File: src/rtl/hs_fifo_bridge.sv
// Valid/ready elastic buffer: first-word-fall-through FIFO with registered
// handshake outputs, occupancy/almost-full status and a downstream transfer counter.
module hs_fifo_bridge #(
    parameter int DATA_W   = 16,
    parameter int DEPTH    = 4,
    parameter int AFULL_TH = 3,
    parameter int CNT_W    = 16
) (
    input  logic                         clk,
    input  logic                         rst,
    input  logic [DATA_W-1:0]            s_data,
    input  logic                         s_valid,
    output logic                         s_ready,
    output logic [DATA_W-1:0]            m_data,
    output logic                         m_valid,
    input  logic                         m_ready,
    output logic [$clog2(DEPTH+1)-1:0]   count,
    output logic                         almost_full,
    output logic [CNT_W-1:0]             xfer_cnt
);

    localparam int PTR_W = $clog2(DEPTH);
    localparam int CNT_B = $clog2(DEPTH + 1);
    localparam logic [CNT_B-1:0] FULL_C  = CNT_B'(DEPTH);
    localparam logic [CNT_B-1:0] AFULL_C = CNT_B'(AFULL_TH);
    localparam logic [CNT_B-1:0] ONE_C   = CNT_B'(1);
    localparam logic [CNT_B-1:0] ZERO_C  = CNT_B'(0);

    logic [DATA_W-1:0] mem_q [DEPTH];
    logic [PTR_W-1:0]  wr_ptr_q, wr_ptr_d;
    logic [PTR_W-1:0]  rd_ptr_q, rd_ptr_d;
    logic [CNT_B-1:0]  count_q, count_d;
    logic [CNT_W-1:0]  xfer_cnt_q, xfer_cnt_d;
    logic [DATA_W-1:0] m_data_q, m_data_d;
    logic              m_valid_q, m_valid_d;
    logic              s_ready_q, s_ready_d;
    logic              afull_q, afull_d;
    logic              push_s, pop_s;

    // Next-state for pointers, occupancy, counter and the registered head word.
    always_comb begin
        push_s     = s_valid && s_ready_q;
        pop_s      = m_valid_q && m_ready;
        wr_ptr_d   = wr_ptr_q;
        rd_ptr_d   = rd_ptr_q;
        count_d    = count_q;
        xfer_cnt_d = xfer_cnt_q;
        m_data_d   = m_data_q;
        if (push_s) begin
            wr_ptr_d = wr_ptr_q + PTR_W'(1);
        end else begin
            wr_ptr_d = wr_ptr_q;
        end
        if (pop_s) begin
            rd_ptr_d   = rd_ptr_q + PTR_W'(1);
            xfer_cnt_d = xfer_cnt_q + CNT_W'(1);
        end else begin
            rd_ptr_d   = rd_ptr_q;
            xfer_cnt_d = xfer_cnt_q;
        end
        case ({push_s, pop_s})
            2'b10:   count_d = count_q + ONE_C;
            2'b01:   count_d = count_q - ONE_C;
            default: count_d = count_q;
        endcase
        // The new head is the incoming word whenever the FIFO drains to empty
        // on this edge; otherwise it is already sitting in storage.
        if (count_d == ZERO_C) begin
            m_data_d = '0;
        end else if ((count_q == ZERO_C) || ((count_q == ONE_C) && pop_s)) begin
            m_data_d = s_data;
        end else begin
            m_data_d = mem_q[rd_ptr_d];
        end
        m_valid_d = (count_d != ZERO_C);
        s_ready_d = (count_d != FULL_C);
        afull_d   = (count_d >= AFULL_C);
    end

    // Control and status registers; reset discards all held words.
    always_ff @(posedge clk or posedge rst) begin
        if (rst) begin
            wr_ptr_q   <= '0;
            rd_ptr_q   <= '0;
            count_q    <= '0;
            xfer_cnt_q <= '0;
            m_data_q   <= '0;
            m_valid_q  <= 1'b0;
            s_ready_q  <= 1'b1;
            afull_q    <= 1'b0;
        end else begin
            wr_ptr_q   <= wr_ptr_d;
            rd_ptr_q   <= rd_ptr_d;
            count_q    <= count_d;
            xfer_cnt_q <= xfer_cnt_d;
            m_data_q   <= m_data_d;
            m_valid_q  <= m_valid_d;
            s_ready_q  <= s_ready_d;
            afull_q    <= afull_d;
        end
    end

    // Payload storage needs no reset; validity is tracked by count.
    always_ff @(posedge clk) begin
        if (push_s) begin
            mem_q[wr_ptr_q] <= s_data;
        end
    end

    assign s_ready     = s_ready_q;
    assign m_data      = m_data_q;
    assign m_valid     = m_valid_q;
    assign count       = count_q;
    assign almost_full = afull_q;
    assign xfer_cnt    = xfer_cnt_q;

endmodule

File: config.mk
export PLATFORM = sky130hd
export DESIGN_NAME = hs_fifo_bridge
export DESIGN_NICKNAME = d
export VERILOG_FILES = /design/src/rtl/hs_fifo_bridge.sv
export SDC_FILE = /design/constraint.sdc
export NUM_CORES = 1
export LEC_CHECK = 0
export ABC_AREA = 1
export CAP_MARGIN = 40
export CORE_MARGIN = 5
export CORE_UTILIZATION = 40
export DETAILED_ROUTE_END_ITERATION = 12
export GPL_TIMING_DRIVEN = 0
export HOLD_SLACK_MARGIN = 0.12
export PLACE_DENSITY = 0.66
export SETUP_SLACK_MARGIN = 0.2
export SYNTH_ARGS = -nofsm -noshare
export SYNTH_HDL_FRONTEND = slang
export SYNTH_SLANG_ARGS = --single-unit
File: constraint.sdc
create_clock -name clk -period 1.7 [get_ports clk]
set_input_delay 0.17 -clock clk [delete_from_list [all_inputs] [get_ports clk]]
set_output_delay 0.17 -clock clk [all_outputs]
set_load 0.01 [all_outputs]
# After elaboration in Yosys (flattened, before gate mapping)
# Memory sizes are Yosys's and may differ from the RTL's.
# Index checks and enable logic that the tools add are counted.
# Widths: inputs -> output; s select.
[word_totals]
reg_bits = 42
mem_bits_rw = 64
in_bits = 20
out_inout_bits = 38
word_cells = 32
mem_count = 1
[op_classes]
addsub = 5
magnitude_cmp = 1
n_eq_ne = 4
n_mux = 6
n_reduce_logical = 7
[mem_list]
columns = ["name", "depth", "word_bits", "rd", "rd_ports_with_merged_regs", "write_ports", "line_no", "rtl"]
rows = [
  ["mem_q", 4, 16, 1, 0, 1, "29", "logic [DATA_W-1:0] mem_q [DEPTH];"],
]
[ops]
columns = ["cell", "count"]
rows = [
  ["$mux 16", 2],
  ["$add 16x1->16 const B", 1],
  ["$logic_not 3->1", 2],
  ["$pmux 3 s2", 1],
  ["$add 2x1->2 const B", 2],
  ["$add 3x1->3 const B", 1],
  ["$eq 3x1->1 const B", 1],
  ["$ge 3x2->1 const B", 1],
  ["$logic_and 1x1->1", 3],
  ["$ne 3x3->1 const B", 1],
  ["$reduce_bool 3->1", 1],
  ["$sub 3x1->3 const B", 1],
  ["$eq 2x1->1 const B", 1],
  ["$eq 2x2->1 const B", 1],
  ["$mux 1", 2],
  ["$mux 2", 1],
  ["$logic_or 1x1->1", 1],
]

# Longest topological paths before layout
[depth]
depth_word = 5
mapped_depth = 12
mapped_depth_nobuf = 11

# Worst setup path before layout
# OpenSTA, ideal clock, no wires.
[synth_path]
kind = "reg2reg"
start = "register m_valid_q (netlist: m_valid)"
end = "register m_data_q[11] (netlist: m_data[11])"
setup_ns = 0.113
arrival_ns = 1.851
required_ns = 1.587
setup_slack_ns = -0.264
stages_incl_launch_ff = 12
n_path_buf = 1
synth_period_minus_slack_ns = 1.964
cell_sequence = "dfrtp_1 nand2_2 inv_1 ha_1 nor2_1 a21oi_2 nand2_1 nor2_4 buf_4 nor2_1 nand2_1 inv_1"
[synth_via]
elab_chain_len = 5
elab_cells_between_ends = 11
classes_between = "eq/ne: 2; mux: 4; reduce/logical: 4; memory: 1"
[synth_lines]
columns = ["element", "line_no", "rtl"]
rows = [
  ["start: declaration", "35", "logic m_valid_q, m_valid_d;"],
  ["start signal: assignment", "97", "m_valid_q <= m_valid_d;"],
  ["$logic_and 1x1->1 (*)", "43", "pop_s = m_valid_q && m_ready;"],
  ["net pop_s", "38", "logic push_s, pop_s;"],
  ["$mux 2, or another cell as far along", "54", "if (pop_s) begin"],
  ["$mem_v2 4x16, or another cell as far along", "-", ""],
  ["$mux 16 or $logic_not 3->1 (tied branches)", "70, 68", ""],
  ["$mux 16 (*)", "68", "if (count_d == ZERO_C) begin"],
  ["net m_data_d[11]", "34", "logic [DATA_W-1:0] m_data_q, m_data_d;"],
  ["end signal: assignment", "96", "m_data_q <= m_data_d;"],
  ["end: declaration", "34", ""],
]
# The timed path passes the listed nets; every way through them passes the cells marked *.
# A chain may end at the register's enable or synchronous reset.

# Worst setup path in the final report
[layout_path]
start = "register s_ready_q (netlist: s_ready)"
end = "register m_data_q[14] (netlist: m_data[14])"
[layout_via]
elab_chain_len = 5
elab_cells_between_ends = 6
classes_between = "eq/ne: 2; mux: 2; reduce/logical: 2"
[layout_lines]
columns = ["element", "line_no", "rtl"]
rows = [
  ["start: declaration", "36", "logic s_ready_q, s_ready_d;"],
  ["start signal: assignment", "98", "s_ready_q <= s_ready_d;"],
  ["$logic_and 1x1->1 (*)", "42", "push_s = s_valid && s_ready_q;"],
  ["$eq 2x1->1 or $eq 2x2->1 (tied branches)", "61", "case ({push_s, pop_s})"],
  ["$pmux 3 s2 (*)", "61", ""],
  ["net count_d[2]", "32", "logic [CNT_B-1:0] count_q, count_d;"],
  ["$logic_not 3->1 (*)", "68", ""],
  ["$mux 16 (*)", "68", ""],
  ["net m_data_d[14]", "34", ""],
]
# Marked as above.

==> flow_metrics.tcl <==
set metrics [dict create \
    die_w_um 118 \
    numPortBuffers 57 \
    cp.buffers_inverters 4 \
    coreArea_um2 11400 \
    rows 39 \
    finalCritPeriodShare 1.11 \
    grt_pass1_wl_um 17400 \
    vias 3441 \
    cts_buffers 9 \
    crit_top_cell "nand2_4" \
    dp.cells 667 \
    post-route-drc-count 0 \
    drtIter0Drc 224 \
    antenna_found_initial 0 \
    crit_family "simple AND/OR/NAND/NOR gates" \
    syn_nets 493 \
    cp_slowest_cell "dfstp_2" \
    clock_skew_ns 0.00788 \
    ys_seq_area_frac 0.638 \
    peakVddDrop_uv 1070 \
    worstMarginPinSlew_ns 0.702 \
    start_kind "flop" \
    synthTopCellsByArea "edfxtp_1 41%, dfrtp_1 22%, nand2_1 10%, nand3_1 7.7%, inv_1 4.3%" \
    rsz0062_at_grt "yes" \
    violations "setup timing" \
    switching_share 0.378 \
    cts_tree "yes" \
    internal-power_mw 7.03 \
    grt-ovfl-total 0 \
    critPathArrivalTime_ns 2.14 \
    layout_min_cycle_time_ns 1.89 \
    gp_congestion 0.798 \
    vias_per_cell 4.80 \
    power.leakage_nw 2.81 \
    drive_above_1_share 0.192 \
    criticalPathCategory "flop to flop" \
    cp_max_fo 6 \
    synth_area_leader_cell "edfxtp_1" \
    combPwrFrac 0.488 \
    final_cells 717 \
    wirelength_um 11100 \
    worstPathCellList "nand2_4 > ha_4 > inv_4 > nand3_2 > nand2_2 > nand2_4 > nor2_4 > buf_12 > buf_8 > nor2_2 > nand2_1 > inv_1" \
    clk_path_buf_depth 2 \
    initial_utilization 0.408 \
    slew_headroom 0.530 \
    worst_setup_path_end_kind "flop" \
    cts.sinks 106 \
    clk_pin_slew_ns 0.07 \
    ys_types 24 \
    layout_setup_ws_ns -0.195 \
    cap_violations 0 \
    clkPwrFrac 0.178 \
    clk_latency_ns 0.34 \
    syn_area_um2 4660 \
    fin_nets 600 \
    ioPinCount 58 \
    outcome "finished with violations" \
    setup_viol 28 \
    ant_nets 0 \
    firstDrtPassIters 4 \
    grtUsageTotal 0.156 \
    p_sw_mw 4.28 \
    syn_to_final_growth_pct 34.2 \
    die_area_um2 13900 \
    slowest_delay_ns 0.55 \
    yosysTopAreaCellShare 0.412 \
    hold_viol 0 \
    grt_max_degree 38 \
    cp.required_ns 1.94 \
    synthCells 462 \
    hold_path_class "primary input to flop" \
    seqPwrFrac 0.334 \
    fmax_ghz 0.528 \
    synth_seq_cells 106 \
    grt_pass1_vias 3392 \
    syn_avg_cell_area_um2 10.1 \
    final_max_slew_viol_count 0 \
    post_drt_wl_per_cell_um 15.5 \
    die_h_um 118 \
    hpwl_um 6940 \
    pre_cts_ws_ns -0.708 \
    power_density_nw_per_um2 1810 \
    htree_levels 3 \
    antennaDiodeCount 0 \
    yosys_warnings 0 \
    cts-root-buf "clkbuf_16" \
]
layout make-up:
type / count / area [um^2]
buffer: 15 / 96.3
clock buffer: 10 / 229
clock inverter: 6 / 57.6
fill: 1044 / 5160
inverter: 53 / 201
multi-input combinational: 288 / 1540
sequential: 106 / 2980
tap: 143 / 179
timing repair buffer: 96 / 977
state kept, by name (all words and copies together), names as in the netlist:
signal and cells:
almost_full 1, count 3, m_data 16, m_valid 1, mem_q 64, rd_ptr_q 2
s_ready 1, wr_ptr_q 2, xfer_cnt 16
worst paths after layout:
kind / slack [ns] / end / cells after the start / startpoint
max: -0.19 / m_data[14] / 12 / s_ready
min: 0.50 / mem_q[0][10] / 1 / s_data[10]
max reg2reg: -0.19 / m_data[14] / 12 / s_ready
min reg2reg: 0.52 / xfer_cnt[15] / 2 / xfer_cnt[15]
max in group asynchronous: 0.58 / s_ready / 4 / rst
min in group asynchronous: 0.61 / m_data[9] / 3 / rst
metal layers:
metal	part of all wire	up-vias	wire (um)	GRT usage
met1	0.44	1638	4880	0.208
met4	0.020	0	220	0.0659
met2	0.50	79	5520	0.254
met5	0	-	0	0
li1	-	1709	-	-
met3	0.043	15	479	0.0221
synth_stat cells, drive strengths merged:
cell type / n
nand3: 73
nand2: 131
clkbuf: 3
nor3: 3
buf: 12
inv: 53
dfrtp: 41
nand3b: 1
xnor2: 6
edfxtp: 64
ha: 11
nand4: 4
o21bai: 1
xor2: 6
nor2: 49
a21oi: 1
dfstp: 1
o21ai: 2
worst reg2reg max path, cell delays in order (launching register included):
cell and delay [ns]:
dfstp_2 0.55, nand2_4 0.09, ha_4 0.29, inv_4 0.06, nand3_2 0.08, nand2_2 0.10, nand2_4 0.08, nor2_4 0.13
buf_12 0.14, buf_8 0.12, nor2_2 0.04, nand2_1 0.08, inv_1 0.04
power groups by stage:
stage,sequential [mW],clock [mW],combinational [mW]
after floorplan,3.96,0,2.77
after global placement,3.83,0,4.44
after detailed placement,3.83,0,4.62
after CTS,3.79,2.07,5.17
after global routing,3.84,2.18,6.09
final,3.77,2.02,5.51
through the flow:
stage | power, mW | setup TNS, ns | hold WS, ns | utilization | instance area (um^2)
2_1_floorplan | 6.73 | -3.71 | 0.269 | - | 4690
3_3_place_gp | 8.27 | -70.43 | 0.484 | 0.477 | 5440
3_5_place_dp | 8.45 | -14.95 | 0.404 | 0.483 | 5520
4_1_cts | 11.0 | -3.84 | 0.485 | 0.526 | 6010
5_1_grt | 12.1 | -6.47 | 0.504 | 0.548 | 6260
6_report | 11.3 | -3.81 | 0.503 | 0.548 | 6260
cells in the final DEF, fill, tap and decap left out, types with 2 or more instances in the layout:
| cell | instances |
|---|---|
| nand2_1 | 116 |
| clkdlybuf4s50_1 | 50 |
| nand2_4 | 3 |
| buf_6 | 11 |
| ha_4 | 2 |
| xnor2_1 | 6 |
| buf_8 | 3 |
| buf_4 | 28 |
| edfxtp_1 | 64 |
| clkinv_2 | 3 |
| xor2_1 | 6 |
| dfrtp_1 | 39 |
| inv_1 | 46 |
| inv_2 | 6 |
| nor2_4 | 9 |
| ha_1 | 9 |
| nor2_1 | 37 |
| nor3_1 | 3 |
| dlymetal6s2s_1 | 5 |
| dlygate4sd2_1 | 2 |
| buf_2 | 5 |
| nor2_2 | 3 |
| nand4_1 | 4 |
| clkbuf_1 | 4 |
| clkbuf_16 | 9 |
| dfrtp_2 | 2 |
| buf_12 | 2 |
| nand3_2 | 5 |
| nand2_2 | 12 |
| nand3_1 | 68 |
repair_timing:
item	CTS	global route
hold endpoints to repair	5	0
cloned	1	0
hold buffers	1	0
setup buffers	13	19
endpoints found under the setup margin	70	98
resized for setup	19	33
pin swaps	16	27
cells by family (layout without fill, tap and decap cells):
kind of cell	count (synthesis)	after routing	synth area share
compound gates	4	4	0.00644
simple gates	261	261	0.242
xor+xnor	12	12	0.0226
flops	106	106	0.638
buf+inv	68	180	0.0617
fa+ha+maj	11	11	0.0295
Note: power is estimated with default switching activity, not from simulation.
==> edit 1 (same flow settings) <==
Take the reset off `m_data_q` and load it in a clocked block of its own.
--- a/src/rtl/hs_fifo_bridge.sv
+++ b/src/rtl/hs_fifo_bridge.sv
@@ -84,7 +84,6 @@
             rd_ptr_q   <= '0;
             count_q    <= '0;
             xfer_cnt_q <= '0;
-            m_data_q   <= '0;
             m_valid_q  <= 1'b0;
             s_ready_q  <= 1'b1;
             afull_q    <= 1'b0;
@@ -93,11 +92,14 @@
             rd_ptr_q   <= rd_ptr_d;
             count_q    <= count_d;
             xfer_cnt_q <= xfer_cnt_d;
-            m_data_q   <= m_data_d;
             m_valid_q  <= m_valid_d;
             s_ready_q  <= s_ready_d;
             afull_q    <= afull_d;
         end
+    end
+
+    always_ff @(posedge clk) begin
+        m_data_q <= m_data_d;
     end
 
     // Payload storage needs no reset; validity is tracked by count.
Check against the original RTL: not equivalent (Yosys sat finds a counterexample within 4 cycles, from zero or initial values and one cycle with rst high).
==> edit 1 against the unedited design <==
Highest routed layer unchanged; setup slack better by 0.12 ns; final cell count up 8.8%; synthesized cell count up 12%; count of clock-buffer cells in the layout unchanged; area after synthesis grew 4.9%; the flow still finishes with violations (negative setup slack); routed wire length up 1.2%; cell area increased by 5.2%; sequential cell count unchanged; largest cell class unchanged; clock power increased by 2%; sequential share of layout area fell by 3.6 points; total power is 1.2% higher; non-clock buffer count up 4; combinational power rose by 3%; maximum frequency grew 6.7%.
==> edit 1: results (changes against the unedited design) <==
| Metric | Value |
|---|---|
| Placed Instance Area | 0.00579 mm^2 (+4.9%) |
| Post-Syn Instances | 517 (+12%) |
| Violated checks | negative setup slack |
| Fin cells | 780 (+8.8%) |
| Reg-to-reg startpoint | s_ready |
| Dpl hpwl | 7270 um (+4.7%) |
| DR iter-0 viols | 208 (-7.1%) |
| Vias per cell | 4.77 (-0.54%) |
| Syn nets | 548 (+11%) |
| Layout cells sized above 1 | 22.4% (+3.3 points) |
| Async SR Flop Fraction | 24.5% (-15 points) |
| Status | finished, violations left |
| Maximum number of pins on one net before global-route repair | 20 (-47%) |
| Diodes inserted | 0 (unchanged) |
| Sequential-to-total area share from yosys stat | 59.2% (-4.6 points) |
| Inst Count DP | 726 (+8.8%) |
| WL per Instance | 14.4 um (-6.9%) |
| Number of distinct library cells after synthesis | 34 (+42%) |
| Worst vdd ir | 0.734 mV (-32%) |
| WHS | 0.482 ns (-0.0214 ns) |
| Setup-failing EPs final | 14 (-50%) |
| Synth cell count leaders | 125 x nand2_1, 79 x nor2_1, 67 x inv_1 |
| First-pass GRT wire length | 18000 um (+3.5%) |
| Crit path to | m_data[10] |
| Gr usage total | 15.8% (+0.23 points) |
| LEAKAGE | 2.98 nW (+6.0%) |
| Reg2reg path depth | 9 (-3) |
| Crit-path max FO | 5 (-1) |
| Gp weighted congestion | 0.827 (+3.6%) |
| Main area contributors after synthesis | edfxtp_1 39%, dfrtp_1 13%, nand2_1 9.6% |
| Max incr delay on CP | 0.56 ns |
| CP arrival | 2.02 ns (-0.12 ns) |
| Worst Skew | 0.00594 ns (-0.00194 ns) |
| Worst hold path class | in -> reg |
| Worst slew pin tran | 0.391 ns (-0.311 ns) |
| Final setup margin | -0.0755 ns (+0.119 ns) |
| Net count, final | 659 (+9.8%) |
[edit 1: cell families (layout without fill, tap and decap cells)]
logic type,after synthesis,in the layout,share of synthesized area (%)
flip-flops,106,106,59.2
AO/OA/AOI/OAI,5,5,0.588
XOR/XNOR,12,12,2.15
adder cells (fa/ha/maj),11,11,2.81
buffers and inverters,84,200,7.62
AND/OR/NAND/NOR,299,299,27.7
[edit 1: area by class of cell]
class / count / area, um^2
timing repair buffer: 100 / 968
fill: 1035 / 5430
buffer: 15 / 135
tap: 147 / 184
clock buffer: 10 / 229
inverter: 69 / 269
clock inverter: 6 / 63.8
multi-input combinational: 327 / 1840
sequential: 106 / 2900
[edit 1: power by group]
| group | internal, mW | switching [mW] |
|---|---|---|
| combinational | 2.49 | 3.16 |
| clock | 1.15 | 0.917 |
| sequential | 3.45 | 0.267 |
| total | 7.09 | 4.35 |
[edit 1: repair_timing]
item / in CTS / in global routing
hold buffers: 1 / 0
cloned: 1 / 0
endpoints found under the setup margin: 63 / 44
resized for setup: 42 / 24
endpoints found under the hold margin: 6 / 0
buffers inserted: 20 / 16
pin swaps: 43 / 8
[edit 1: metal layers]
layer	share of wire, %	wire length, um	vias to the layer above	GRT usage, %
met2	51	5710	74	26.3
met5	0	0	-	0
met4	1.7	195	0	6.52
li1	-	-	1846	-
met3	3.7	420	12	1.96
met1	44	4910	1791	21.0
[edit 1: how the worst min path moves through the flow]
stage | start | to | depth (start not counted)
after global routing | s_data[2] | mem_q[3][2] | 1
after global placement | xfer_cnt[7] | xfer_cnt[7] | 1
final | s_data[2] | mem_q[3][2] | 1
after detailed placement | rst | count[1] | 2
after floorplan | rst | almost_full | 1
after CTS | s_data[2] | mem_q[3][2] | 1
[edit 1: stage by stage]
step                setup WS, ns  power, mW  setup TNS (ns)  util [%]
floorplan               -0.00181       6.69         -0.0163         -
global placement          -0.499       8.21          -21.66      47.5
detailed placement        -0.554       8.39           -8.45      48.2
CTS                      -0.0594       11.1          -0.690      53.0
global route              -0.168       12.3           -2.41      54.8
finish                   -0.0755       11.4          -0.938      54.8
==> edit 2 (same flow settings) <==
Without the edit above. The parameter `CNT_W` goes from 16 to 32.
--- a/src/rtl/hs_fifo_bridge.sv
+++ b/src/rtl/hs_fifo_bridge.sv
@@ -4,7 +4,7 @@
     parameter int DATA_W   = 16,
     parameter int DEPTH    = 4,
     parameter int AFULL_TH = 3,
-    parameter int CNT_W    = 16
+    parameter int CNT_W    = 32
 ) (
     input  logic                         clk,
     input  logic                         rst,
Interface: changed (resized xfer_cnt); port bits go from 58 to 74. The function was not compared with the original's and may differ.
==> edit 2 against the unedited design <==
Area after synthesis increased by 19%; routed wire length increased by 27%; global-route usage is 2.3 points higher; sequential share of layout area decreased by 4.6 points; the flow still finishes with violations (negative setup slack); non-clock buffer count up 20; largest power group unchanged; total power grew 17%; setup slack better by 0.065 ns; critical endpoint is now m_data[13]; cell area grew 26%; sequential cell count is 16 higher; via count grew 27%.
==> edit 2: results (changes against the unedited design) <==
| Metric | Value |
|---|---|
| Status | finished, violations left |
| Violated checks | negative setup slack |
| Worst vdd ir | 1.05 mV (-1.8%) |
| Async SR Flop Fraction | 47.5% (+7.9 points) |
| LEAKAGE | 3.55 nW (+26%) |
| Gr usage total | 17.8% (+2.3 points) |
| Sequential-to-total area share from yosys stat | 61.0% (-2.8 points) |
| P_sw | 4.71 mW (+10%) |
| Number of global-route vias before repair | 4464 (+32%) |
| Clk_lat worst skew | 0.41 ns (+0.07 ns) |
| Worst hold path class | in -> async |
| Worst Skew | 0.0123 ns (+0.00445 ns) |
| DR iter-0 viols | 311 (+39%) |
| CTS Buf Count | 17 (+8) |
| Gp weighted congestion | 0.870 (+9.0%) |
| Worst slew pin tran | 0.636 ns (-0.0653 ns) |
| Number of distinct library cells after synthesis | 30 (+25%) |
| Syn nets | 584 (+18%) |
| Crit-path max FO | 5 (-1) |
| Main area contributors after synthesis | edfxtp_1 35%, dfrtp_1 26%, nand2_1 11% |
| Dpl hpwl | 9060 um (+30%) |
| CP arrival | 2.10 ns (-0.04 ns) |
| Final setup margin | -0.130 ns (+0.0649 ns) |
| First-pass GRT wire length | 22300 um (+29%) |
| # port buffers | 73 (+28%) |
| Area of the multi-input gates | 0.00218 mm^2 (+42%) |
| Maximum number of pins on one net before global-route repair | 32 (-16%) |
| Clock buffer depth | 2 (unchanged) |
| First-pass detailed-route iteration total | 5 (+1) |
| Layout cells sized above 1 | 24.2% (+5.0 points) |
| Reg2reg path depth | 10 (-2) |
| Placed Instance Area | 0.00661 mm^2 (+20%) |
| Final WL | 14100 um (+27%) |
| Routed vias | 4386 (+27%) |
| Synth cell count leaders | 165 x nand2_1, 77 x nand3_1, 64 x edfxtp_1 |
| Net count, final | 721 (+20%) |
| Fill count | 1151 (+10%) |
| Number of synthesized flops with an enable pin | 64 (unchanged) |
| Post-Syn Instances | 553 (+20%) |
| Vias per cell | 4.97 (+3.5%) |
| Inst Count DP | 811 (+22%) |
| H-tree depth | 4 (+1) |
| Setup-failing EPs final | 17 (-39%) |
[edit 2: changes by cell type after synthesis, moves of 5 or more]
cell,unedited run,this run
nand4_1,4,12
nand2_1,126,165
a21oi_1,0,17
xnor2_1,6,11
dfrtp_1,41,57
nand3_1,72,77
nor2_1,43,20
nor3_1,3,10
[edit 2: worst paths after layout]
kind                                  start            to  slack [ns]
worst max register to register      s_ready    m_data[13]       -0.13
worst min register to register  xfer_cnt[9]   xfer_cnt[9]        0.49
min in group clk                 s_data[10]  mem_q[1][10]        0.42
worst min-delay path                    rst    m_data[10]        0.19
max in group asynchronous               rst       s_ready        0.87
worst max-delay path                s_ready    m_data[13]       -0.13
[edit 2: layer usage]
metal / global-route usage [%] / vias up / part of all wire, % / wire length [um]
met4: 6.69 / 0 / 2.1 / 297
met3: 4.47 / 22 / 5.5 / 783
met2: 31.3 / 134 / 52 / 7300
met5: 0 / - / 0 / 0
li1: - / 2116 / - / -
met1: 21.1 / 2114 / 41 / 5770
[edit 2: kinds of logic (layout without fill, tap and decap cells)]
kind of cell / after synthesis / count (layout) / share of synthesized area, %
flops: 122 / 122 / 61.0
compound gates: 20 / 20 / 1.92
simple gates: 307 / 308 / 25.7
xor+xnor: 21 / 21 / 3.33
buf+inv: 72 / 221 / 5.48
fa+ha+maj: 11 / 11 / 2.49
[edit 2: final cells by class]
type	count	share of cell area, %
well taps	180	2.86
flip-flops and latches	122	43.0
clock inverters	8	1.21
clock buffers	24	6.12
plain buffers	14	1.29
multi-input cells	360	27.7
inverters	58	2.91
repair buffers	117	14.9
[edit 2: through the flow]
step                      TNS, ns  worst slack [ns]
after CTS                   -1.24           -0.0872
after global routing        -3.35            -0.203
after global placement     -25.73            -0.621
final                       -1.62            -0.130
after floorplan           -0.0965           -0.0114
after detailed placement   -13.86            -0.635
[edit 2: power by group through the flow]
stage | sequential [mW] | clock, mW | combinational (mW)
floorplan | 4.30 | 0 | 2.42
global placement | 4.17 | 0 | 4.07
detailed placement | 4.19 | 0 | 4.26
CTS | 4.14 | 3.55 | 5.07
global route | 4.23 | 3.68 | 6.05
finish | 4.15 | 3.49 | 5.57
[edit 2: timing repair]
item | 4_1_cts | 5_1_grt
resized for setup | 85 | 51
pin swaps | 17 | 17
cloned | 2 | 1
hold buffers | 0 | 0
setup buffers | 29 | 8
endpoints found under the setup margin | 108 | 67
[edit 2: critical path, stage by stage (launching register included)]
cell     delay, ns
dfstp_2       0.55
nand2_4       0.08
ha_4          0.34
nor2_4        0.04
nand2_2       0.08
nand2_4       0.06
a21oi_4       0.15
nand2_4       0.13
buf_8         0.17
nand2_2       0.06
a21oi_2       0.03
